===== src/rtl/uart_pkg.sv =====
// Shared UART definitions: receive capture FSM states, error-bit indices and
// the stored frame layout.
package uart_pkg;

  typedef enum logic [1:0] {
    RX_IDLE   = 2'd0,
    RX_RECV   = 2'd1,
    RX_COMMIT = 2'd2,
    RX_HOLD   = 2'd3
  } rx_ctrl_state_t;

  localparam int ERR_PARITY = 0;
  localparam int ERR_START  = 1;
  localparam int ERR_STOP   = 2;

  localparam int FRAME_DATA_W = 8;
  localparam int FRAME_ERR_W  = 3;
  localparam int FRAME_W      = FRAME_DATA_W + FRAME_ERR_W;

  typedef struct packed {
    logic [FRAME_ERR_W-1:0]  error;
    logic [FRAME_DATA_W-1:0] data;
  } rx_frame_t;

endpackage


===== src/rtl/rx_sync_fifo.sv =====
// Single-clock FIFO with registered pop output. A separate occupancy count keeps
// full/empty unambiguous while the pointers wrap freely.
module rx_sync_fifo #(
  parameter int DATA_W = 11,
  parameter int DEPTH  = 8
) (
  input  logic                     clock,
  input  logic                     reset_n,
  input  logic                     wr_en,
  input  logic [DATA_W-1:0]        wr_data,
  input  logic                     rd_en,
  output logic [DATA_W-1:0]        rd_data,
  output logic                     rd_valid,
  output logic [$clog2(DEPTH):0]   count,
  output logic                     full,
  output logic                     empty
);

  localparam int PTR_W = $clog2(DEPTH);
  localparam int CNT_W = PTR_W + 1;

  logic [DATA_W-1:0] mem [DEPTH];
  logic [PTR_W-1:0]  wr_ptr;
  logic [PTR_W-1:0]  rd_ptr;
  logic              rd_acc;
  logic              wr_acc;

  assign empty  = (count == '0);
  assign full   = (count == CNT_W'(DEPTH));
  // A pop in the same cycle frees the slot, so a write at full still lands.
  assign rd_acc = rd_en && !empty;
  assign wr_acc = wr_en && (!full || rd_acc);

  always_ff @(posedge clock or negedge reset_n) begin
    if (!reset_n) begin
      wr_ptr   <= '0;
      rd_ptr   <= '0;
      count    <= '0;
      rd_valid <= 1'b0;
      rd_data  <= '0;
    end else begin
      rd_valid <= rd_acc;
      count    <= count + CNT_W'(wr_acc) - CNT_W'(rd_acc);
      if (wr_acc) wr_ptr <= wr_ptr + PTR_W'(1);
      if (rd_acc) begin
        rd_ptr  <= rd_ptr + PTR_W'(1);
        rd_data <= mem[rd_ptr];
      end
    end
  end

  always_ff @(posedge clock) begin
    if (wr_acc) mem[wr_ptr] <= wr_data;
  end

endmodule


===== src/rtl/uart_rx_ctrl.sv =====
// Receive-side controller: turns each receiver rx_done rise into one FIFO write,
// buffers frames with their error bits and tracks overrun / error statistics.
module uart_rx_ctrl
  import uart_pkg::*;
#(
  parameter int DEPTH           = 8,
  parameter bit DROP_ERR_FRAMES = 1'b0
) (
  input  logic                     clock,
  input  logic                     reset_n,
  input  logic [7:0]               rx_data,
  input  logic [2:0]               rx_error,
  input  logic                     rx_active,
  input  logic                     rx_done,
  input  logic                     rd_en,
  input  logic                     clr_overrun,
  output logic [7:0]               data_out,
  output logic [2:0]               error_out,
  output logic                     data_valid,
  output logic                     empty,
  output logic                     full,
  output logic [$clog2(DEPTH):0]   count,
  output logic                     overrun,
  output logic [7:0]               err_count,
  output logic                     rx_busy
);

  rx_ctrl_state_t state;
  rx_ctrl_state_t state_nxt;
  logic           done_prev_p0;
  logic           done_rise;
  logic           capture;
  rx_frame_t      frame_p0;
  rx_frame_t      frame_rd;
  logic           commit;
  logic           frame_err;
  logic           wr_en;
  logic           rd_acc;
  logic           lose_frame;

  function automatic logic [7:0] sat_inc8(input logic [7:0] v);
    return (v == 8'hFF) ? v : v + 8'd1;
  endfunction

  assign done_rise = rx_done && !done_prev_p0;
  assign capture   = done_rise && (state == RX_IDLE || state == RX_RECV);
  assign commit    = (state == RX_COMMIT);
  assign frame_err = |frame_p0.error;
  assign wr_en     = commit && !(DROP_ERR_FRAMES && frame_err);
  assign rd_acc    = rd_en && !empty;
  assign lose_frame = wr_en && full && !rd_acc;
  assign rx_busy   = (state == RX_RECV);

  always_comb begin
    state_nxt = state;
    case (state)
      RX_IDLE:   if (done_rise) state_nxt = RX_COMMIT;
                 else if (rx_active) state_nxt = RX_RECV;
      RX_RECV:   if (done_rise) state_nxt = RX_COMMIT;
      RX_COMMIT: state_nxt = RX_HOLD;
      RX_HOLD:   if (!rx_done) state_nxt = RX_IDLE;
      default:   state_nxt = RX_IDLE;
    endcase
  end

  // Edge detector resets high so a level already present at release is ignored.
  always_ff @(posedge clock or negedge reset_n) begin
    if (!reset_n) begin
      state        <= RX_IDLE;
      done_prev_p0 <= 1'b1;
      overrun      <= 1'b0;
      err_count    <= '0;
    end else begin
      state        <= state_nxt;
      done_prev_p0 <= rx_done;
      if (lose_frame) overrun <= 1'b1;
      else if (clr_overrun) overrun <= 1'b0;
      if (commit && frame_err) err_count <= sat_inc8(err_count);
    end
  end

  always_ff @(posedge clock) begin
    if (capture) frame_p0 <= '{error: rx_error, data: rx_data};
  end

  rx_sync_fifo #(
    .DATA_W (FRAME_W),
    .DEPTH  (DEPTH)
  ) u_fifo (
    .clock    (clock),
    .reset_n  (reset_n),
    .wr_en    (wr_en),
    .wr_data  (frame_p0),
    .rd_en    (rd_en),
    .rd_data  (frame_rd),
    .rd_valid (data_valid),
    .count    (count),
    .full     (full),
    .empty    (empty)
  );

  assign data_out  = frame_rd.data;
  assign error_out = frame_rd.error;

endmodule


===== config.mk =====
export PLATFORM = sky130hd
export DESIGN_NAME = uart_rx_ctrl
export DESIGN_NICKNAME = d
export VERILOG_FILES = /design/src/rtl/uart_pkg.sv /design/src/rtl/rx_sync_fifo.sv /design/src/rtl/uart_rx_ctrl.sv
export SDC_FILE = /design/constraint.sdc
export NUM_CORES = 1
export LEC_CHECK = 0
export CORE_AREA = 2 2 81 160
export DETAILED_ROUTE_END_ITERATION = 10
export DIE_AREA = 0 0 83 162
export GPL_ROUTABILITY_DRIVEN = 0
export PLACE_DENSITY = 0.6
export RECOVER_POWER = 100
export SKIP_LAST_GASP = 1
export SLEW_MARGIN = 20
export SYNTH_ARGS = -nofsm -noshare
export SYNTH_HDL_FRONTEND = slang
export SYNTH_SLANG_ARGS = --single-unit

===== constraint.sdc =====
create_clock -name clock -period 2.85 [get_ports clock]
set_clock_uncertainty 0.2 [all_clocks]
set_input_delay 0.7125 -clock clock [delete_from_list [all_inputs] [get_ports clock]]
set_output_delay 0.7125 -clock clock [all_outputs]
set_load 0.01 [all_outputs]

Word-level counts from Yosys, hierarchy flattened
Memory sizes are Yosys's and may differ from the RTL's. A register that Yosys moved wholly into a read port is not among the register bits.
Index checks and enable logic that the tools add are counted.
- output and inout bits: 28
- bits in registers: 34
- memories: 1
- logic and storage cells: 54
- input bits: 17
- memory bits (writable): 88
- bitwise logic cells: 1
- reductions and logical operators: 20
- add/sub/neg operators: 5
- muxes and demuxes: 9
- equality and inequality tests: 8
- memories (memory ; words ; bits a word ; read ports ; clocked after memory_dff ; wr ports ; line ; text):
    u_fifo.mem ; 8 ; 11 ; 1 ; 1 ; 1 ; rx_sync_fifo.sv:22 ; logic [DATA_W-1:0] mem [DEPTH];
- operator list (cell ; number):
    $add 8x1->8 const B ; 1
    $eq 8x8->1 const B ; 1
    $mux 2 ; 4
    $pmux 2 s4 ; 1
    $logic_and 1x1->1 ; 7
    $add 3x1->3 const B ; 2
    $logic_not 1->1 ; 5
    $add 4x1->4 ; 1
    $eq 2x2->1 const B ; 2
    $eq 4x4->1 const B ; 1
    $logic_not 4->1 ; 1
    $mux 1 ; 4
    $sub 4x1->4 ; 1
    $ne 3x3->1 const B ; 1
    $reduce_and 3->1 ; 1
    $reduce_or 3->1 ; 1
    $eq 2x1->1 const B ; 1
    $logic_not 2->1 ; 1
    $logic_or 1x1->1 ; 2
    $ne 2x1->1 const B ; 1
    $ne 2x2->1 const B ; 1
    $reduce_and 2->1 ; 1
    $reduce_bool 2->1 ; 1
    $not 1->1 ; 1

Logic depth before layout (Yosys ltp)
Gate-level depths: netlist of the first run.
- depth after elaboration: 7
- gate-level depth with buffers: 11
- gate-level depth less buffers: 10

Hierarchy
From an unflattened synthesis of the first run, not the netlist that was laid out.
- cell total of the unflattened synthesis: 338
- area, all modules: 5509.0 µm²
- by module, submodules not included (module ; seq. area each (µm²) ; instances ; area an instance (µm²) ; cells each):
    rx_sync_fifo ; 3193.1 ; 1 ; 4485.6 ; 263
    uart_rx_ctrl ; 631.9 ; 1 ; 1023.5 ; 75

Least setup slack after synthesis of the first run
No wires, ideal clock.
- path type: register to register
- start: reg u_fifo.count[2]
- end: reg u_fifo.count[2]
- library setup time: 0.123 ns
- period minus slack after synthesis: 2.641 ns
- stages on the path, launching flop included: 11
- path buffers: 1
- path slack: 0.209 ns
- data required time: 2.527 ns
- arrival: 2.318 ns
- path through: dfrtp_1 inv_1 ha_1 nor3b_1 nor2_1 buf_2 ha_1 inv_1 ha_1 fa_1 xor2_1
- word-level cells in the longest chain between the ends: 7
- elaborated cells between the ends (all ways): 9
- classes of those cells: add/sub: 2; eq/ne: 1; reduce/logical: 6
- ends and longest elaborated chain (item ; line ; text):
    start: declaration ; rx_sync_fifo.sv:14 ; output logic [$clog2(DEPTH):0] count,
    start signal: assignment ; rx_sync_fifo.sv:43 ; count <= count + CNT_W'(wr_acc) - CNT_W'(rd_acc);
    $logic_not 4->1 (*) ; rx_sync_fifo.sv:28 ; assign empty = (count == '0);
    $logic_not 1->1 (*) ; n/a ;
    $logic_and 1x1->1 (*) ; n/a ;
    via rd_acc ; uart_rx_ctrl.sv:38 ; logic rd_acc;
    $logic_or 1x1->1 ; rx_sync_fifo.sv:32 ; assign wr_acc = wr_en && (!full || rd_acc);
    $logic_and 1x1->1 ; rx_sync_fifo.sv:32 ;
    $add 4x1->4 ; rx_sync_fifo.sv:43 ;
    $sub 4x1->4 (*) ; rx_sync_fifo.sv:43 ;
The timed path passes the listed nets; every way through them passes the cells marked *.
A chain may end at the register's enable or synchronous reset.

Final worst setup path of the first run
- start: reg u_fifo.count[2]
- end: out full
- word-level cells in the longest chain between the ends: 1
- ends and longest elaborated chain (item ; line ; text):
    $eq 4x4->1 ; rx_sync_fifo.sv:29 ; assign full = (count == CNT_W'(DEPTH));
    end: declaration ; uart_rx_ctrl.sv:21 ; output logic full,
No other way between the ends.

==> flow_summary.json, run 1 <==
{
  "avgViaCountPerCell": 5.23,
  "post_cts_resized": 1,
  "yosys_warnings": 0,
  "pin_count": 45,
  "synth_area_leaders": "edfxtp_1 55%, dfrtp_1 15%, mux2i_1 8.6%",
  "ys_types": 37,
  "rows": 57,
  "maxSlewViolCount": 35,
  "synth_top_cells_by_count": "99 x edfxtp_1, 46 x mux2i_1, 33 x dfrtp_1",
  "worstSetupStartpointType": "register",
  "period_share_pct": 97.4,
  "coreArea_mm2": 0.0122,
  "clkSinkCount": 133,
  "arrival_ns": 1.86,
  "tns_ns": 0,
  "h-tree-depth": 4,
  "p_int_uw": 4800,
  "hold_buffers": 0,
  "leakage_uw": 0.00257,
  "grt_first_pass_wirelength_um": 16300,
  "wl_per_cell_um": 18.1,
  "required_ns": 1.94,
  "synth_top_family_by_area": "multiplexers",
  "setup_violations": 0,
  "syn-cell-area_mm2": 0.00537,
  "syn_area_per_cell_um2": 15.6,
  "synth_seq_cells": 133,
  "syn-num-nets": 376,
  "grt_antenna_before_repair": 0,
  "violations": "capacitance limit, slew limit",
  "hpwl_um": 7280,
  "grt_usage_pct": 16.0,
  "post-synth-top-count-cell": "edfxtp_1",
  "synth_top_area_cell": "edfxtp_1",
  "seqPwrFrac_pct": 40.4,
  "clk_path_buf_depth": 2,
  "die_area_mm2": 0.0134,
  "final_nets": 445,
  "whs_ns": 0.304,
  "synthCells": 345,
  "die_y_um": 162,
  "drc": 0,
  "max_freq_mhz": 360,
  "ys.flop_type": "edfxtp_1",
  "routed_wl_um": 10400,
  "synthToLayoutAreaGrowth_pct": 23.2,
  "grt_max_degree": 35,
  "n_antenna_cell": 0,
  "fill_cells": 1002,
  "reg2regPathDepth": 8,
  "critPathMaxFanout": 3,
  "cts-root-buf": "clkbuf_16",
  "synthXorXnorAreaFrac_pct": 1.14,
  "ys_seq_area_share_pct": 71.3,
  "critPathCaptureType": "output port",
  "portBuffers": 44,
  "yosys.area_share.simple_pct": 6.06,
  "postRouteAntennaNets": 0,
  "drt-initial-drc-count": 132,
  "p_total_uw": 6930,
  "vdd.ir_drop.worst_uv": 538,
  "powerDensity_mw_per_mm2": 1050,
  "hp-class": "register to register",
  "die_x_um": 83,
  "final-hold-violation-count": 0,
  "status": "complete, but fails checks",
  "drive_above_1_share_pct": 12.9,
  "synth_edf_count": 99,
  "synth_top_area_share_pct": 55.4,
  "worst_slew_pin_slew_ns": 2.00,
  "path_class": "register to output port",
  "cts_buffers": 17,
  "overflow": 0,
  "cts_tree": "yes",
  "post_cts_buffers": 0,
  "grt_pass1_vias": 3156,
  "power_frac_clock_pct": 31.7,
  "switchingPower_uw": 2130,
  "pwr-share-comb_pct": 27.9,
  "dr.pass1.iters": 4,
  "synth_compound_area_share_pct": 5.92,
  "relSlewSlack_pct": -33.6,
  "drv_cap": 1,
  "period_minus_slack_ns": 2.78,
  "via_count": 3004,
  "synth_fa_ha_area_share_pct": 3.40,
  "clkSlewWorstSetupHoldPaths_ns": 0.06,
  "worstHoldPathCells": 2,
  "start_util_pct": 44.0,
  "clk_latency_ns": 0.41,
  "async_flop_share_pct": 25.6,
  "p_sw_share_pct": 30.8,
  "synthMuxAreaShare_pct": 10.1,
  "grt_setup_unrepaired": "no"
}
-- stage by stage --
stage	setup WS [ns]	instances	util, %	cell area [um^2]
3_3_place_gp	0.183	542	49.8	6070
4_1_cts	0.0535	574	54.7	6680
5_1_grt	0.00683	574	54.2	6610
3_5_place_dp	0.121	542	49.8	6070
6_report	0.0741	574	54.2	6610
2_1_floorplan	0.209	345	-	5370
-- path summary, 6_finish.rpt --
kind                                                from                            end  slack (ns)
max in group asynchronous                        reset_n   u_fifo.rd_ptr[0]$_DFFE_PN0P_        0.49
max reg2reg                    u_fifo.count[2]$_DFF_PN0_     u_fifo.mem[3][0]$_DFFE_PP_        0.35
min in group asynchronous                        reset_n      u_fifo.count[2]$_DFF_PN0_        0.67
min                        u_fifo.rd_data[6]$_DFFE_PN0P_  u_fifo.rd_data[6]$_DFFE_PN0P_        0.30
min reg2reg                u_fifo.rd_data[6]$_DFFE_PN0P_  u_fifo.rd_data[6]$_DFFE_PN0P_        0.30
max                            u_fifo.count[2]$_DFF_PN0_                           full        0.07
-- area by class of cell --
type	count	area (um^2)	area share (%)
Inverter	13	48.8	0.738
Multi-Input combinational cell	187	1400	21.2
Clock inverter	15	179	2.71
Sequential cell	133	3830	57.9
Timing Repair Buffer	62	549	8.31
Tap cell	147	184	2.78
Clock buffer	17	425	6.43
-- power groups by stage --
stage	sequential, uW	clock, uW	combinational [uW]
3_5_place_dp	2860	0	2060
3_3_place_gp	2840	0	2020
4_1_cts	2820	2240	2080
2_1_floorplan	2820	0	1260
6_report	2800	2200	1930
5_1_grt	2860	2320	2140
-- layout by cell type, fill, tap and decap left out, drive strengths merged, types with 4 or more instances in the layout --
cell type      instances
clkbuf                29
a21oi                  4
clkdlybuf4s50          4
ha                    13
inv                   17
a22oi                 22
clkinv                 5
nand3                 15
mux2i                 46
nor2                  10
o21ai                 14
mux2                   7
edfxtp                99
dfrtp                 33
nand2b                 4
dlygate4sd3           38
xor2                   4
nand2                 23
buf                    7
-- worst max-delay path, stage by stage (launching register included) --
cell	delay [ns]
dfrtp_1	0.38
inv_1	0.11
ha_1	0.15
nor3b_1	0.23
clkdlybuf4s50_1	0.59
-- metal layers --
| layer | GRT usage (%) | vias up | part of all wire [%] |
|---|---|---|---|
| li1 | - | 1432 | - |
| met1 | 17.1 | 1484 | 38 |
| met2 | 29.8 | 68 | 57 |
| met3 | 3.20 | 20 | 2.8 |
| met4 | 7.82 | 0 | 2.6 |
| met5 | 0 | - | 0 |
-- cell families (layout without fill, tap and decap cells) --
group           Yosys count  after routing
mux                      53             53
flops                   133            133
simple gates             66             66
fa+ha+maj                14             14
xor+xnor                  7              7
buf+inv                  25            107
compound gates           47             47
-- registers in the layout, indices dropped and copies added (netlist names), 2 cells and up --
register and count:
state 2, u_fifo.count 4, frame_p0 11, u_fifo.wr_ptr 3
err_count 8, u_fifo.mem 88, u_fifo.rd_ptr 3, u_fifo.rd_data 11
No activity file was read; power rests on OpenSTA's default activity.
==> run 2, diff against run 1 <==
- HOLD_SLACK_MARGIN: unset -> 0.03
==> results of run 2 <==
No change in the layout: final DEF, timing and power equal those of run 1.
==> run 3, diff against run 2 <==
- CAP_MARGIN: unset -> 30
- SLEW_MARGIN: 20 -> 0
==> results of run 3 <==
No change in the layout: final DEF, timing and power equal those of run 1.
==> RTL change (flow settings as in run 2) <==
The parameter `DROP_ERR_FRAMES` goes from 1'b0 to 1'b1.
--- a/src/rtl/uart_rx_ctrl.sv
+++ b/src/rtl/uart_rx_ctrl.sv
@@ -4,7 +4,7 @@
   import uart_pkg::*;
 #(
   parameter int DEPTH           = 8,
-  parameter bit DROP_ERR_FRAMES = 1'b0
+  parameter bit DROP_ERR_FRAMES = 1'b1
 ) (
   input  logic                     clock,
   input  logic                     reset_n,
Function: changed (Yosys sat finds a counterexample within 4 cycles, from zero or initial values and one cycle with reset_n low).
==> RTL change against run 2 <==
The run still ends with capacitance limit, slew limit left. Count of clock-buffer cells in the layout grew 3. Synthesized area is 0.56% lower. Synthesized cell count fell by 2.0%. Final area rose by 0.40%. Sequential power down 5%. Total power down 7.3%. Non-clock buffer count grew 1. Maximum frequency grew 3.0%. Sequential cell count did not move. Worst setup slack gained 81 ps. Routed wire length is 0.60% higher. Sequential share of layout area down 0.23 points. Largest power group unchanged.
==> RTL change: results (changes against run 2) <==
async_reset_ff_frac: 0.256  # unchanged
synth_edf_count: 99  # unchanged
path_clk_slew_ps: 60  # about the same
ys_top_cells_by_area: "edfxtp_1, dfrtp_1, mux2i_1"  # unchanged
routed_wl_um: 10400  # about the same
worstHoldPathType: "reg -> reg"  # unchanged
rr_startpoint: "state[0]"  # was u_fifo.count[2]
routed-via-count: 2977  # was 3004
synth_flop_cell: "edfxtp_1"  # unchanged
synth_nets: 369  # was 376
regToRegEndpoint: "u_fifo.mem[7][8]"  # was u_fifo.mem[3][0]
relSlewSlack: -0.326  # was -0.336
antenna_found_initial: 0  # unchanged
crit_path_top_delay_cell: "clkdlybuf4s50_1"  # unchanged
ys_seq_area_frac: 0.717  # was 0.713
place_area_um2: 6110  # was 6070 um2
cts_root_buf: "clkbuf_16"  # unchanged
h-tree-depth: 4  # unchanged
hpwl_um: 7050  # was 7280 um
dp_slack_ps: 178  # was 121 ps
layout-drive-gt1-share: 0.128  # was 0.129
fillerInstances: 991  # was 1002
grt_pass1_vias: 3115  # was 3156
clock_path_buffers: 2  # unchanged
synth_commonest_cells: "edfxtp_1, mux2i_1, dfrtp_1"  # unchanged
p_leak_nw: 2.58  # was 2.57 nW
path_max_fanout: 3  # unchanged
hold_ws_ps: 301  # was 304 ps
hold_end: "u_fifo.rd_data[8]"  # was u_fifo.rd_data[6]
place_inst: 535  # was 542
insertedDiodeCount: 0  # unchanged
critPathArrivalTime_ps: 1780  # was 1860 ps
worst-r2r-cell-count: 7  # was 8
ys_warn_count: 0  # unchanged
drt_iter0_drc: 123  # was 132
irDropWorstVdd_v: 0.000675  # was 0.000538 V
worstHoldStart: "u_fifo.rd_data[8]"  # was u_fifo.rd_data[6]
r2r_slack_ps: 170  # was 350 ps
top_regs: "u_fifo.mem (88), frame_p0 (11), u_fifo.rd_data (11)"  # unchanged
fin_nets: 439  # was 445
portBuffers: 44  # unchanged
routedWlPerCell_um: 18.4  # was 18.1 um
grt_pass1_wl_um: 16800  # was 16300 um
cpPeakStageDelay_ps: 570  # was 590 ps
failed_checks: "capacitance limit, slew limit"  # unchanged
outcome: "finished with violations"  # unchanged
drv_slew: 35  # unchanged
drv_cap: 1  # unchanged
insertion_delay_ps: 410  # about the same
ys_types: 38  # was 37
multi_input_area_um2: 1410  # was 1400 um2
holdPathStages: 2  # unchanged
synth_cells: 338  # was 345
grt_usage: 0.168  # was 0.160
RTL change: changes by cell type in the layout (fill, tap and decap cells not counted), moves of 3 or more:
cell	run 2	this run
buf_12	1	5
clkbuf_2	8	1
clkinv_2	2	6
inv_6	4	0
nand2_1	23	19
nand3_1	15	11
xnor2_1	3	6
RTL change: final cells by class:
type,instances,share of cell area
tap,147,0.0277
clock buffer,20,0.0658
sequential,133,0.576
timing repair buffer,63,0.0939
inverter,12,0.00678
multi-input combinational,181,0.213
clock inverter,12,0.0170
RTL change: report_power, final:
| group | switching [mW] | internal (mW) |
|---|---|---|
| Sequential | 0.273 | 2.38 |
| Combinational | 0.903 | 0.866 |
| Clock | 0.741 | 1.27 |
| Total | 1.92 | 4.51 |
RTL change: worst max-delay path by stage:
stage	slack, ps	cells past startpoint	to
4_1_cts	110	4	full
3_3_place_gp	230	9	u_fifo.count[3]
2_1_floorplan	40	6	u_fifo.mem[1][0]
3_5_place_dp	180	9	u_fifo.count[3]
5_1_grt	20	1	u_fifo.rd_ptr[0]
6_report	150	4	full
RTL change: kinds of logic after synthesis:
family | Yosys count | synth area share
fa+ha+maj | 14 | 0.0342
mux | 51 | 0.0968
compound gates | 45 | 0.0572
simple gates | 60 | 0.0579
xor+xnor | 11 | 0.0181
flops | 133 | 0.717
buf+inv | 24 | 0.0190
RTL change: worst reg2reg max path, stage by stage, from the launching register on:
cell and delay, ps:
dfrtp_1 400, inv_1 110, ha_1 210, or4b_1 580, a21oi_4 260, nand2_2 120
nor2_1 110, buf_2 340
RTL change: routing by layer:
metal	GRT usage	routed length, um
met1	0.171	3800
met2	0.313	6000
met3	0.0381	322
met4	0.0924	303
met5	0	0
RTL change: repair_timing:
action                     in CTS  in global routing
buffers inserted                1                  0
gates resized for setup         2                  0
setup endpoints to repair       2                  0
